File: src/rtl/mem_result_checker.sv
// Watches memory writes to NCHAN result locations over a fixed window and reports pass/fail.
// Optional macro CHK_EARLY_EXIT_EN: finish as soon as every location holds its expected value.

module mem_result_checker_lane #(
  parameter int                ADDR_W = 16,
  parameter int                DATA_W = 8,
  parameter logic [ADDR_W-1:0] ADDR   = '0,
  parameter logic [DATA_W-1:0] DATA   = '0
) (
  input  logic              ph1,
  input  logic              reset,
  input  logic              clr,
  input  logic              run,
  input  logic              mem_we,
  input  logic [ADDR_W-1:0] mem_addr,
  input  logic [DATA_W-1:0] mem_wdata,
  output logic [DATA_W-1:0] last_val,
  output logic              fail
);
  logic              seen, hit, seen_nxt;
  logic [DATA_W-1:0] val_nxt;

  // Verdict is taken from next-state values so a write in the closing cycle still counts.
  always_comb begin
    hit      = run & mem_we & (mem_addr == ADDR);
    seen_nxt = seen | hit;
    val_nxt  = hit ? mem_wdata : last_val;
    fail     = !seen_nxt || (val_nxt != DATA);
  end

  always_ff @(posedge ph1) begin
    if (reset || clr) begin
      seen     <= 1'b0;
      last_val <= '0;
    end else begin
      seen     <= seen_nxt;
      last_val <= val_nxt;
    end
  end
endmodule


File: config.mk
export PLATFORM = sky130hd
export DESIGN_NAME = mem_result_checker_lane
export DESIGN_NICKNAME = d
export VERILOG_FILES = /design/src/rtl/mem_result_checker.sv
export SDC_FILE = /design/constraint.sdc
export NUM_CORES = 1
export LEC_CHECK = 0
export CAP_MARGIN = 20
export CORE_ASPECT_RATIO = 1.2
export CORE_UTILIZATION = 26
export CTS_CLUSTER_SIZE = 24
export DETAILED_ROUTE_END_ITERATION = 12
export PLACE_DENSITY = 0.74
export REMOVE_ABC_BUFFERS = 1
export SYNTH_ARGS = -nofsm -noshare
export SYNTH_HDL_FRONTEND = slang
export SYNTH_SLANG_ARGS = --single-unit
export TNS_END_PERCENT = 1
File: constraint.sdc
create_clock -name ph1 -period 4.7 [get_ports ph1]
set_clock_uncertainty 0.1 [all_clocks]
set_input_delay 0.94 -clock ph1 [delete_from_list [all_inputs] [get_ports ph1]]
set_output_delay 0.94 -clock ph1 [all_outputs]
set_load 0.02 [all_outputs]
[After elaboration in Yosys (flattened, before gate mapping)]
Cells that the tools add are included.
Word-level totals
  register bits after elaboration: 9
  output and inout bits: 9
  logic and storage cells: 11
Cells by class
  muxes and demuxes: 1
  bitwise logic cells: 3
  reduce and logical (&&, ||, !) cells: 5
Operator list (count)
  16-bit zero test: 1
  8-bit 2-to-1 mux: 1
  8-bit nonzero test: 1
  1-bit bitwise AND: 2
  1-bit logical OR: 2
  1-bit zero test: 1
  1-bit OR: 1

[Depth between registers and ports, before layout]
Gate-level depths: netlist of run 1.
  depth in word-level cells: 5
  gate-level depth with buffers: 5

[Worst setup path before layout of run 1]
Ideal clock, no wire load.
  kind: input port to output port
  from: input port mem_addr[3]
  to: output port fail
  arrival: 2.244 ns
  required time: 3.660 ns
  path slack: 1.416 ns
  stages: 4
  buffers on the path: 0
  cell sequence: or4_4 nor4_2 a21oi_1 a41oi_1
On the way
  word-level cells in the longest chain between the ends: 5
  elaborated cells on any way between the ends: 7
  those cells by class: 1 x mux; 2 x bitwise; 4 x reduce/logical
Ends and longest elaborated chain
  from (decl): RTL line 15  | input logic [ADDR_W-1:0] mem_addr,
  16-bit zero test (*): RTL line 25  | hit = run & mem_we & (mem_addr == ADDR);
  1-bit bitwise AND (*): RTL line 25
  8-bit 2-to-1 mux or 1-bit OR (tied branches): RTL line 27, 26
  8-bit nonzero test or 1-bit zero test (tied branches): RTL line 28  | fail = !seen_nxt || (val_nxt != DATA);
  1-bit logical OR (*): RTL line 28
  to (decl): RTL line 18  | output logic fail
Mark *: on every way between the ends. The rest lies on a longest branch, timed or not.

[Final worst setup path of run 1]
Same ends and word-level chain as after synthesis.

==> results by stage, run 1 <==
Drt:
- The total vias in the final route is between 500 and 600.
- For this run, design rule violations remaining after detail routing come to 0.
- The detailed-route wire length on metal 1 is 487 um.
- The violation count after the first detailed-routing iteration is 13.
- After detailed routing, the total wire length is ~1300 um.
- The number of search-and-repair iterations in the first detailed-routing pass is 4.
- The amount of wire on met2 after detailed routing is roughly 640 um.
- The detail route stage leaves a number of antenna-violating nets equal to 0.
- The number of vias per cell after detailed routing is between 5 and 6.
- The topmost layer with routed signal wires is met3.
- The final routed wire length divided by cell count is 11.2 um.
- The met3 layer wire length in the routed design is ~130 um.

Synthesis:
- The main combinational cell family by area after synthesis is simple AND/OR/NAND/NOR gates.
- Counting flops and latches in the post-synthesis netlist gives 9.
- The number of instances in the synthesized netlist is 56.
- Ranked by total cell area, the synthesized netlist is headed by dfxtp_1, a21oi_1, nand3_1.
- The synthesized netlist devotes between 20 and 25% of its cell area to compound gates.
- The fraction of the mapped netlist area in adder cells is 0%.
- Sequential cells were found to cover about two fifths of the synthesized design area.
- The fraction of post-synthesis cell area in the top cell type by area is 38.6%.
- The library cell occupying the most area in the post-synthesis netlist is dfxtp_1.
- The portion of synthesized area spent on multiplexers is 0%.
- The synthesized-area fraction occupied by and/or/nand/nor cells is 32.2%.
- For this run, the number of Yosys warnings is 0.
- The cell area that synthesis handed to floorplanning was 467 sq um.
- The mean cell area of the mapped netlist is around 8.3 sq um.
- The synthesized netlist contains 20 unique library cells.
- Of the total synthesized cell area, the portion taken by XOR and XNOR cells is 0%.

CTS:
- In this run, CTS created clock tree buffers numbering 3.
- TritonCTS built the clock tree.
- The maximum root-to-sink buffer count is 2.
- The clock net in this run drives a total of 9 sinks.
- In this run the clock root is driven by a clkbuf_4.
- The clock reaches the later pin of the worst-skew pair after around 0.25 ns.
- The number of setup buffers added after CTS is 0.
- The H-tree depth is 1.
- The hold-fix buffer count after cts is 0.
- Clock-pin slew was measured on the worst setup and hold paths at approximately 0.060 ns.
- Once the clock tree was built, the resizer swapped 0 gates to a different size.

Placed design:
- The count of buffers inserted at the top-level ports is 37.
- The final estimated routing congestion in global placement is 0.742.
- After legalization and detailed placement, the total HPWL measured about 1000 um.
- The total placed instance area is around 840 sq um.

Pwr:
- The switching power as a share of total power is 20.2%.
- Overall power consumption after layout is estimated at roughly 0.00016 W.
- VDD sags by at most between 150 and 200 uV.
- The share of total power dissipated in the clock network is between 30 and 40%.
- The internal power contribution is around 0.00013 W.
- For this design the ratio of total power to cell area is 189 nW/um^2.
- The analysis attributes to cell leakage a power of 0.272 nW.
- The part of the total power dissipated in sequential elements is 46.5%.
- The share of power burned in combinational logic is between 15 and 20%.
- The net switching power is about 0.000033 W.

Cells and area:
- From synthesis to final layout, the design area changed by 85.8%.
- In the layout the commonest cells are clkdlybuf4s50_1, a21oi_1, dfxtp_1.
- The total inserted antenna cells is 0.
- The final layout contains between 100 and 150 nets.
- The post-route netlist has about an eighth of its cells at a drive strength greater than 1.
- The final design area excluding fillers is just under 900 sq um.
- The most frequent standard cell in the layout excluding fill and tap cells is clkdlybuf4s50_1.
- The post-layout utilization of the core is about 52%.

Critical path:
- For the worst setup path, the data arrival time is approximately 3.1 ns.
- The type of element capturing the critical path is a primary output.
- Data on the critical path is required at its endpoint by ~3.7 ns.
- The critical path launch point type is an input pin.
- The maximum fanout encountered on the critical timing path is 2.
- The setup path with the least slack is of type input pin to primary output.

Timing:
- The measured slew at the worst slew-check pin is 0.302 ns.
- After layout, the worst path uses between 80% and 90% of the clock period.
- Setup repair after global routing left no endpoint under its margin.
- The post-route setup TNS is 0 ns.
- The max-slew violation total from the final report is 0.
- The shortest clock period the worst path allows after layout is 4.11 ns.
- The number of failing hold endpoints at the final stage is 0.
- Setup violations remaining at the end of the flow were counted as 0.
- In this run the tightest slew margin relative to its limit is 79.7%.
- Derived from the worst setup path, the maximum achievable clock frequency is roughly 240 MHz.

Floorplan:
- The die is slightly above 40 um wide.
- The core area is between 1500 and 2000 sq um.
- The initial utilization of the core area, before any placement, comes to approximately 28%.
- The number of top-level pins is 38.
- The cell row count is 16.
- The floorplan step defined a die boundary enclosing between 1500 and 2000 sq um.
- Measured along the y axis, the die boundary spans ~48 um.

Hold path:
- The worst hold path belongs to the class flop to flop.

Global route:
- After global routing the overflow that remains totals 0.
- For this run, the total global-route usage over all layers was measured as around 14%.
- The initial antenna violation count is 0.
- The first global-routing pass estimated 1950 um of wire.
- The via count of the first global-routing pass is approximately 540.
- Entering global routing, the biggest net connects 13 pins.

Outcome:
- The run finished with clean final reports.

Run:
- Max-cap violations in this run came to 0.
stage by stage:
| step | setup slack [ns] | cells | hold slack, ns |
|---|---|---|---|
| 2_1_floorplan | 1.01 | 51 | 0.337 |
| 3_3_place_gp | 0.589 | 108 | 0.358 |
| 3_5_place_dp | 0.575 | 108 | 0.375 |
| 4_1_cts | 0.561 | 112 | 0.386 |
| 5_1_grt | 0.468 | 112 | 0.415 |
| 6_report | 0.593 | 112 | 0.385 |
state kept, by name (all words and copies together), names as in the netlist:
name      count
last_val      8
seen          1
path summary, 6_finish.rpt:
| check | slack [ns] | to | depth (start not counted) | start |
|---|---|---|---|---|
| min | 0.39 | last_val[1] | 2 | last_val[1] |
| min reg2reg | 0.39 | last_val[1] | 2 | last_val[1] |
| max | 0.59 | fail | 6 | mem_addr[3] |
| max reg2reg | 3.99 | last_val[7] | 2 | last_val[7] |
power by group through the flow:
stage          Combinational (W)  Sequential [W]  Clock [W]
2_1_floorplan         0.00000377       0.0000780          0
3_3_place_gp           0.0000288       0.0000780          0
3_5_place_dp           0.0000290       0.0000780          0
4_1_cts                0.0000291       0.0000762  0.0000607
5_1_grt                0.0000310       0.0000762  0.0000625
6_report               0.0000288       0.0000762  0.0000590
synthesized netlist by cell type (all sizes together):
| library cell | count |
|---|---|
| or4 | 3 |
| nor4 | 5 |
| nand4b | 1 |
| a21oi | 10 |
| o21ai | 8 |
| nor3 | 1 |
| nor2 | 1 |
| a41oi | 1 |
| nand3 | 8 |
| clkbuf | 1 |
| buf | 4 |
| dfxtp | 9 |
| nand2 | 1 |
| or3b | 1 |
| or2 | 2 |
cell families after synthesis:
group	count (synthesis)
flops	9
buf+inv	5
compound gates	19
simple gates	23
area by class of cell:
type                            count  area (sq um)
Multi-Input combinational cell     42           253
Sequential cell                     9           180
Fill cell                         163           795
Tap cell                           18          22.5
Timing Repair Buffer               39           385
Clock buffer                        4          26.3
metal layers:
metal	track usage [%]	up-vias
li1	-	290
met1	15.6	246
met2	23.0	37
met3	5.05	0
met4	5.00	0
met5	0	-
worst max-delay path, stage by stage:
cell and delay (ns):
clkdlybuf4s50_1 0.39, or4_4 0.53, nor4_2 0.30, a21oi_1 0.10, a41oi_1 0.17, clkdlybuf4s50_1 0.63
(Power assumes the default switching activity.)
==> inputs of run 2 (changes only) <==
--- a/config.mk
+++ b/config.mk
@@ -5,9 +5,10 @@
 export SDC_FILE = /design/constraint.sdc
 export NUM_CORES = 1
 export LEC_CHECK = 0
-export CAP_MARGIN = 20
 export CORE_ASPECT_RATIO = 1.2
 export CORE_UTILIZATION = 26
+export CTS_BUF_LIST = sky130_fd_sc_hd__clkbuf_16
+export CTS_CLUSTER_DIAMETER = 60
 export CTS_CLUSTER_SIZE = 24
 export DETAILED_ROUTE_END_ITERATION = 12
 export PLACE_DENSITY = 0.74
==> run 2 against run 1 <==
Sequential power grew 0.7%. Routed wire length grew 5.3%. Via count grew 1.4%. Non-clock buffer count is the same. Maximum frequency shrank 0.79%. Critical path type unchanged. Critical endpoint unchanged.
==> results by stage, run 2 (synthesis gave the netlist of run 1 again) <==
Timing:
- The share of the cycle needed by the critical path after routing is 88.1% (was 87.4%).
- The maximum clock frequency is 242 MHz (was 243 MHz).
- The tightest slew margin relative to the limit is 78.7% (was 79.7%).
- Unrepaired setup endpoints after global routing: no (unchanged).
- The max-slew violation total from the final report is 0 (unchanged).
- The number of failing hold endpoints at the final stage was 0 (unchanged).
- The post-route setup TNS is 0 ns (unchanged).
- The shortest clock period the worst path allows after layout is 4.14 ns (was 4.11 ns).
- The measured slew at the worst slew-check pin is 0.320 ns (was 0.302 ns).
- The number of setup violations in the final report is 0 (unchanged).

CTS:
- The number of clock sinks was 9 (unchanged).
- The hold-fix buffer count after cts is 0 (unchanged).
- The count of cells resized by post-cts repair is 0 (unchanged).
- The cell chosen for the clock root is clkbuf_16 (was clkbuf_4).
- The H-tree depth is 1 (unchanged).
- The TritonCTS clock tree is yes (unchanged).
- The maximum root-to-sink buffer count came to 2 (unchanged).
- The clock-pin slew reported for the worst setup and hold paths after clock tree synthesis was 0.04 ns (was 0.06 ns).
- The number of setup buffers added after CTS came to 0 (unchanged).
- The TritonCTS buffer count came to 3 (unchanged).
- The source-to-sink clock delay at the later pin of the worst-skew pair came to 0.23 ns (was 0.25 ns).

Pwr:
- The worst vdd rail ir drop is 130 uV (was 150 uV).
- The leakage power summed over all cells is 0.299 nW (was 0.272 nW).
- The power density over cell area came to 277 nW/um^2 (was 189 nW/um^2).
- The total power is 0.000254 W (was 0.000164 W).

Placed design:
- The count of buffers inserted at the top-level ports is 37 (unchanged).
- The placed wire-length estimate was 1050 um (unchanged).
- The total placed instance area is 841 sq um (unchanged).
- The final estimated routing congestion in global placement is 0.742 (unchanged).

Critical path:
- The stage delay of the slowest cell on the critical path is 0.64 ns (was 0.63 ns).
- List of cells traversed by the critical path: clkdlybuf4s50_1, or4_4, nor4_2, a21oi_1, a41oi_1, clkdlybuf4s50_1 (unchanged).
- The type of element capturing the critical path is a primary output (unchanged).
- The endpoint arrival time on the critical path is 3.10 ns (was 3.07 ns).
- The most common cell type on the critical path is clkdlybuf4s50_1 (unchanged).
- The critical path class is input pin to primary output (unchanged).
- The endpoint required time on the critical path is 3.66 ns (about the same).
- The slowest cell on the critical path is clkdlybuf4s50_1 (unchanged).
- The setup slack of the most critical reg-to-reg path was 3.97 ns (was 3.99 ns).
- The number of buffer and inverter stages on the critical path is 2 (unchanged).
- The maximum fanout encountered on the critical timing path is 2 (unchanged).
- The critical path launch point type is an input pin (unchanged).
- The gate family responsible for the most delay along the worst path is buffers and inverters (unchanged).

Drt:
- The total routed wirelength is 1320 um (was 1250 um).
- The final routed wire length divided by cell count is 11.8 um (was 11.2 um).
- The met3 layer wire length in the routed design is 135 um (was 128 um).
- The detailed-route wire length on metal 1 came to 487 um (unchanged).
- The count of antenna-violating nets left after detailed routing is 0 (unchanged).
- The violation count after the first detailed-routing iteration is 14 (was 13).
- The total vias in the final route is 581 (was 573).
- The number of vias per cell after detailed routing was 5.19 (was 5.12).
- The topmost layer with routed signal wires is met4 (was met3).
- The number of DRC violations after detailed routing is 0 (unchanged).
- The amount of wire on met2 after detailed routing is 650 um (was 635 um).
- The number of search-and-repair iterations in the first detailed-routing pass is 4 (unchanged).

Floorplan:
- The area of the die is 1970 sq um (unchanged).
- The vertical extent of the die is 48.4 um (unchanged).
- The core area is 1660 sq um (unchanged).
- The die width was 40.7 um (unchanged).
- The cell row count is 16 (unchanged).
- The starting density of the core is 28.1% (unchanged).
- The number of top-level pins is 38 (unchanged).

Outcome:
- Run status: finished, final reports clean (unchanged).

Cells and area:
- The post-layout utilization of the core came to 55.3% (was 52.2%).
- The fraction of final layout cells with drive strength greater than 1 is 11.7% (unchanged).
- The final-layout fill cell count is 159 (was 163).
- The final design area excluding fillers is 920 sq um (was 867 sq um).
- The signed area change from the synthesized netlist to the final layout was 97.1% (was 85.8%).
- Most frequent cells in the layout: clkdlybuf4s50_1, a21oi_1, dfxtp_1 (unchanged).
- The number of flip-flops under the largest register name is 8 (unchanged).
- The total inserted antenna cells is 0 (unchanged).
- Regs by FF count: last_val: 8 flops, seen: 1 flops (unchanged).
- The total number of nets in the final design is 124 (unchanged).
- The most frequent standard cell in the layout excluding fill and tap cells is clkdlybuf4s50_1 (unchanged).
- The register with the most flip-flops is last_val (unchanged).

Run:
- The number of max-cap violations was 0 (unchanged).

Global route:
- The overall overflow remaining after global route is 0 (unchanged).
- The wire length of the first global-routing pass came to 2020 um (was 1950 um).
- The largest net degree at the start of global routing was 13 (unchanged).
- The aggregate global-route resource usage came to 15.2% (was 14.0%).
- The initial antenna violation count is 0 (unchanged).
- The via count of the first global-routing pass came to 555 (was 541).

Hold path:
- The class of the most critical hold timing path is flop to flop (unchanged).
==> run 2: final cells by class <==
class	count	area (sq um)	area share (%)
Tap cell	18	22.5	2.45
Sequential cell	9	180	19.6
Timing Repair Buffer	39	385	41.9
Clock buffer	3	75.1	8.16
Multi-Input combinational cell	42	253	27.5
Clock inverter	1	3.75	0.408
==> run 2: metal layers <==
metal  vias to the layer above  global-route usage, %
met5                         -                      0
met4                         0                   11.7
met3                         5                   3.67
met2                        39                   23.8
met1                       250                   16.1
li1                        287                      -
==> run 2: final timing paths <==
| check | startpoint | endpoint | depth (start not counted) |
|---|---|---|---|
| max | mem_addr[3] | fail | 6 |
| min | last_val[1] | last_val[1] | 2 |
| max reg2reg | last_val[2] | last_val[2] | 2 |
| min reg2reg | last_val[1] | last_val[1] | 2 |
==> run 2: power by group <==
part / switching, W / internal, W / total, W
Clock: 0.0000377 / 0.000111 / 0.000149
Sequential: 0.0000000000883 / 0.0000767 / 0.0000767
Combinational: 0.00000671 / 0.0000221 / 0.0000288
Total: 0.0000444 / 0.000210 / 0.000254
==> run 2: stage by stage <==
stage | cells | hold WS [ns] | setup WS (ns)
floorplan | 51 | 0.337 | 1.01
global placement | 108 | 0.358 | 0.589
finish | 112 | 0.383 | 0.560
detailed placement | 108 | 0.375 | 0.575
CTS | 112 | 0.383 | 0.533
global route | 112 | 0.411 | 0.445
==> run 2: worst register-to-register path: cells and delay by family, from the launching register on <==
family / cells / cell delay [ns]
AO/OA/AOI/OAI: 2 / 0.22
flip-flops: 1 / 0.34
==> inputs of run 3 (changes only) <==
==> constraint.sdc (replaced) <==
create_clock -name ph1 -period 3.85 [get_ports ph1]
set_clock_uncertainty 0.1 [all_clocks]
set_input_delay 0.77 -clock ph1 [delete_from_list [all_inputs] [get_ports ph1]]
set_output_delay 0.77 -clock ph1 [all_outputs]
set_load 0.02 [all_outputs]
==> run 3 against run 2 <==
Hold slack worse by 0.0051 ns. Sequential share of layout area is 0.053 points lower. Sequential power is 22% higher. Critical path depth stayed put. Power is 21% higher. Sequential cell count stayed put. Die area stayed put. Global-route usage is 1.2 points higher. Largest power group unchanged.
==> results by stage, run 3 (synthesis gave the netlist of run 1 again) <==
Outcome:
- Run status: finished, final reports clean (unchanged).

Placed design:
- The placed wire-length estimate is 1070 um (was 1050 um).
- The final estimated routing congestion in global placement is 0.758 (was 0.742).
- The count of buffers inserted at the top-level ports is 37 (unchanged).

Critical path:
- The critical path launch point type is an input pin (unchanged).
- The maximum fanout encountered on the critical timing path is 10 (was 2).
- The slowest cell on the critical path was or4_4 (was clkdlybuf4s50_1).
- The endpoint arrival time on the critical path is 2.56 ns (was 3.10 ns).
- The endpoint required time on the critical path was 2.98 ns (was 3.66 ns).
- The critical path class is input pin to primary output (unchanged).
- The setup slack of the most critical reg-to-reg path came to 3.11 ns (was 3.97 ns).
- The logic depth of the worst register-to-register path was 2 (unchanged).
- The type of element capturing the critical path is a primary output (unchanged).
- List of cells traversed by the critical path: clkdlybuf4s50_1, or4_4, nor4_2, buf_4, a41oi_1, dlymetal6s2s_1 (was clkdlybuf4s50_1, or4_4, nor4_2, a21oi_1, a41oi_1, clkdlybuf4s50_1).
- The stage delay of the slowest cell on the critical path is 0.53 ns (was 0.64 ns).

Cells and area:
- The fraction of final layout cells with drive strength greater than 1 was 11.7% (unchanged).
- The most frequent standard cell in the layout excluding fill and tap cells is clkdlybuf4s50_1 (unchanged).
- The register with the most flip-flops is last_val (unchanged).
- The number of flip-flops under the largest register name is 8 (unchanged).
- The total number of nets in the final design came to 124 (unchanged).
- Most frequent cells in the layout: clkdlybuf4s50_1, a21oi_1, dfxtp_1 (unchanged).
- Regs by FF count: last_val: 8 flops, seen: 1 flops (unchanged).
- The signed area change from the synthesized netlist to the final layout came to 97.6% (was 97.1%).
- The total inserted antenna cells is 0 (unchanged).

Global route:
- The via count of the first global-routing pass was 574 (was 555).
- The overall overflow remaining after global route came to 0 (unchanged).
- The initial antenna violation count was 0 (unchanged).
- The largest net degree at the start of global routing is 13 (unchanged).
- The aggregate global-route resource usage came to 16.4% (was 15.2%).
- The wire length of the first global-routing pass is 2220 um (was 2020 um).

Drt:
- The final routed wire length divided by cell count is 11.8 um (about the same).
- The violation count after the first detailed-routing iteration was 21 (was 14).
- The total vias in the final route is 592 (was 581).
- The number of vias per cell after detailed routing is 5.29 (was 5.19).
- The number of search-and-repair iterations in the first detailed-routing pass is 4 (unchanged).
- The number of DRC violations after detailed routing is 0 (unchanged).
- The total routed wirelength came to 1330 um (was 1320 um).
- The count of antenna-violating nets left after detailed routing is 0 (unchanged).

Timing:
- The post-route setup TNS is 0 ns (unchanged).
- Unrepaired setup endpoints after global routing: no (unchanged).
- The tightest slew margin relative to the limit is 80.4% (was 78.7%).
- The number of setup violations in the final report is 0 (unchanged).
- Static timing analysis puts the maximum clock frequency at 292 MHz.
- For the finished layout, the period the worst path requires is around 3.4 ns.
- The max-slew violation total from the final report is 0 (unchanged).
- After layout, the worst path uses 89.0% of the clock period.
- The measured slew at the worst slew-check pin is 0.294 ns (was 0.320 ns).
- The number of failing hold endpoints at the final stage is 0 (unchanged).
- The worst hold slack is 0.378 ns (was 0.383 ns).

Pwr:
- The relative contribution of the clock network to total power is 57.9% (was 58.5%).
- The power density over cell area is 333 nW/um^2 (was 277 nW/um^2).
- The share of power burned in combinational logic is 11.5% (was 11.3%).
- The part of the total power dissipated in sequential elements is 30.5% (was 30.2%).
- The leakage power summed over all cells is 0.298 nW (was 0.299 nW).
- The net switching power is 0.0000507 W (was 0.0000444 W).
- The switching power as a share of total power came to 16.5% (was 17.4%).
- The worst vdd rail ir drop came to 143 uV (was 130 uV).
- The internal power contribution is 0.000256 W (was 0.000210 W).

CTS:
- The number of setup buffers added after CTS was 0 (unchanged).
- The TritonCTS buffer count is 3 (unchanged).
- The hold-fix buffer count after cts was 0 (unchanged).
- The TritonCTS clock tree is yes (unchanged).
- The number of clock sinks is 9 (unchanged).
- The clock-pin slew reported for the worst setup and hold paths after clock tree synthesis is 0.04 ns (about the same).
- The cell chosen for the clock root is clkbuf_16 (unchanged).
- The H-tree depth is 1 (unchanged).
- The maximum root-to-sink buffer count is 2 (unchanged).
- The count of cells resized by post-cts repair is 0 (unchanged).
- The source-to-sink clock delay at the later pin of the worst-skew pair is 0.23 ns (about the same).

Floorplan:
- The area of the die is 1970 sq um (unchanged).
- The vertical extent of the die is 48.4 um (unchanged).
- The number of top-level pins is 38 (unchanged).
- The core area was 1660 sq um (unchanged).
- The cell row count is 16 (unchanged).
- The die width is 40.7 um (unchanged).
- The starting density of the core is 28.1% (unchanged).

Hold path:
- The class of the most critical hold timing path is flop to flop (unchanged).
- The number of cells traversed by the worst hold path is 2 (unchanged).

Run:
- The number of max-cap violations was 0 (unchanged).
## run 3: cell count changes in the layout (fill, tap and decap cells not counted), sizes merged
cell / previous run / this run
clkdlybuf4s50: 37 / 36
dlymetal6s2s: 0 / 1
## run 3: routing by layer
layer | global-route usage (%) | up-vias | wire (um)
li1 | - | 291 | -
met2 | 27.0 | 37 | 677
met5 | 0 | - | 0
met4 | 8.33 | 0 | 28
met1 | 17.5 | 260 | 511
met3 | 5.05 | 4 | 110
## run 3: path summary, 6_finish.rpt
path / start / end
worst max-delay path: mem_addr[3] / fail
worst min register to register: last_val[1] / last_val[1]
worst max register to register: last_val[2] / last_val[2]
worst min-delay path: last_val[1] / last_val[1]
## run 3: stage by stage
stage          std cells  util (%)  total power, W  area, sq um  setup slack, ns
4_1_cts              112      55.3        0.000310          920           0.0500
3_5_place_dp         108      50.6        0.000131          841           0.0751
2_1_floorplan         51         -       0.0000998          433            0.495
5_1_grt              112      55.5        0.000317          922            0.290
6_report             112      55.5        0.000307          922            0.423
3_3_place_gp         108      50.6        0.000130          841           0.0819
## run 3: final cells by class
cell class / instances / area (sq um)
Sequential cell: 9 / 180
Tap cell: 18 / 22.5
Multi-Input combinational cell: 42 / 253
Clock buffer: 3 / 75.1
Timing Repair Buffer: 39 / 388
Fill cell: 161 / 739
Clock inverter: 1 / 3.75
## run 3: critical path, delay by kind of cell
kind | cells | cell delay, ns
AOI/OAI and AO/OA | 1 | 0.11
buffers and inverters | 3 | 0.84
and+or+nand+nor | 2 | 0.83
## run 3: power by group through the flow
stage / Clock, W / Combinational, W / Sequential [W]
floorplan: 0 / 0.00000460 / 0.0000952
global placement: 0 / 0.0000352 / 0.0000952
detailed placement: 0 / 0.0000356 / 0.0000952
finish: 0.000178 / 0.0000354 / 0.0000937
CTS: 0.000180 / 0.0000358 / 0.0000937
global route: 0.000185 / 0.0000384 / 0.0000936
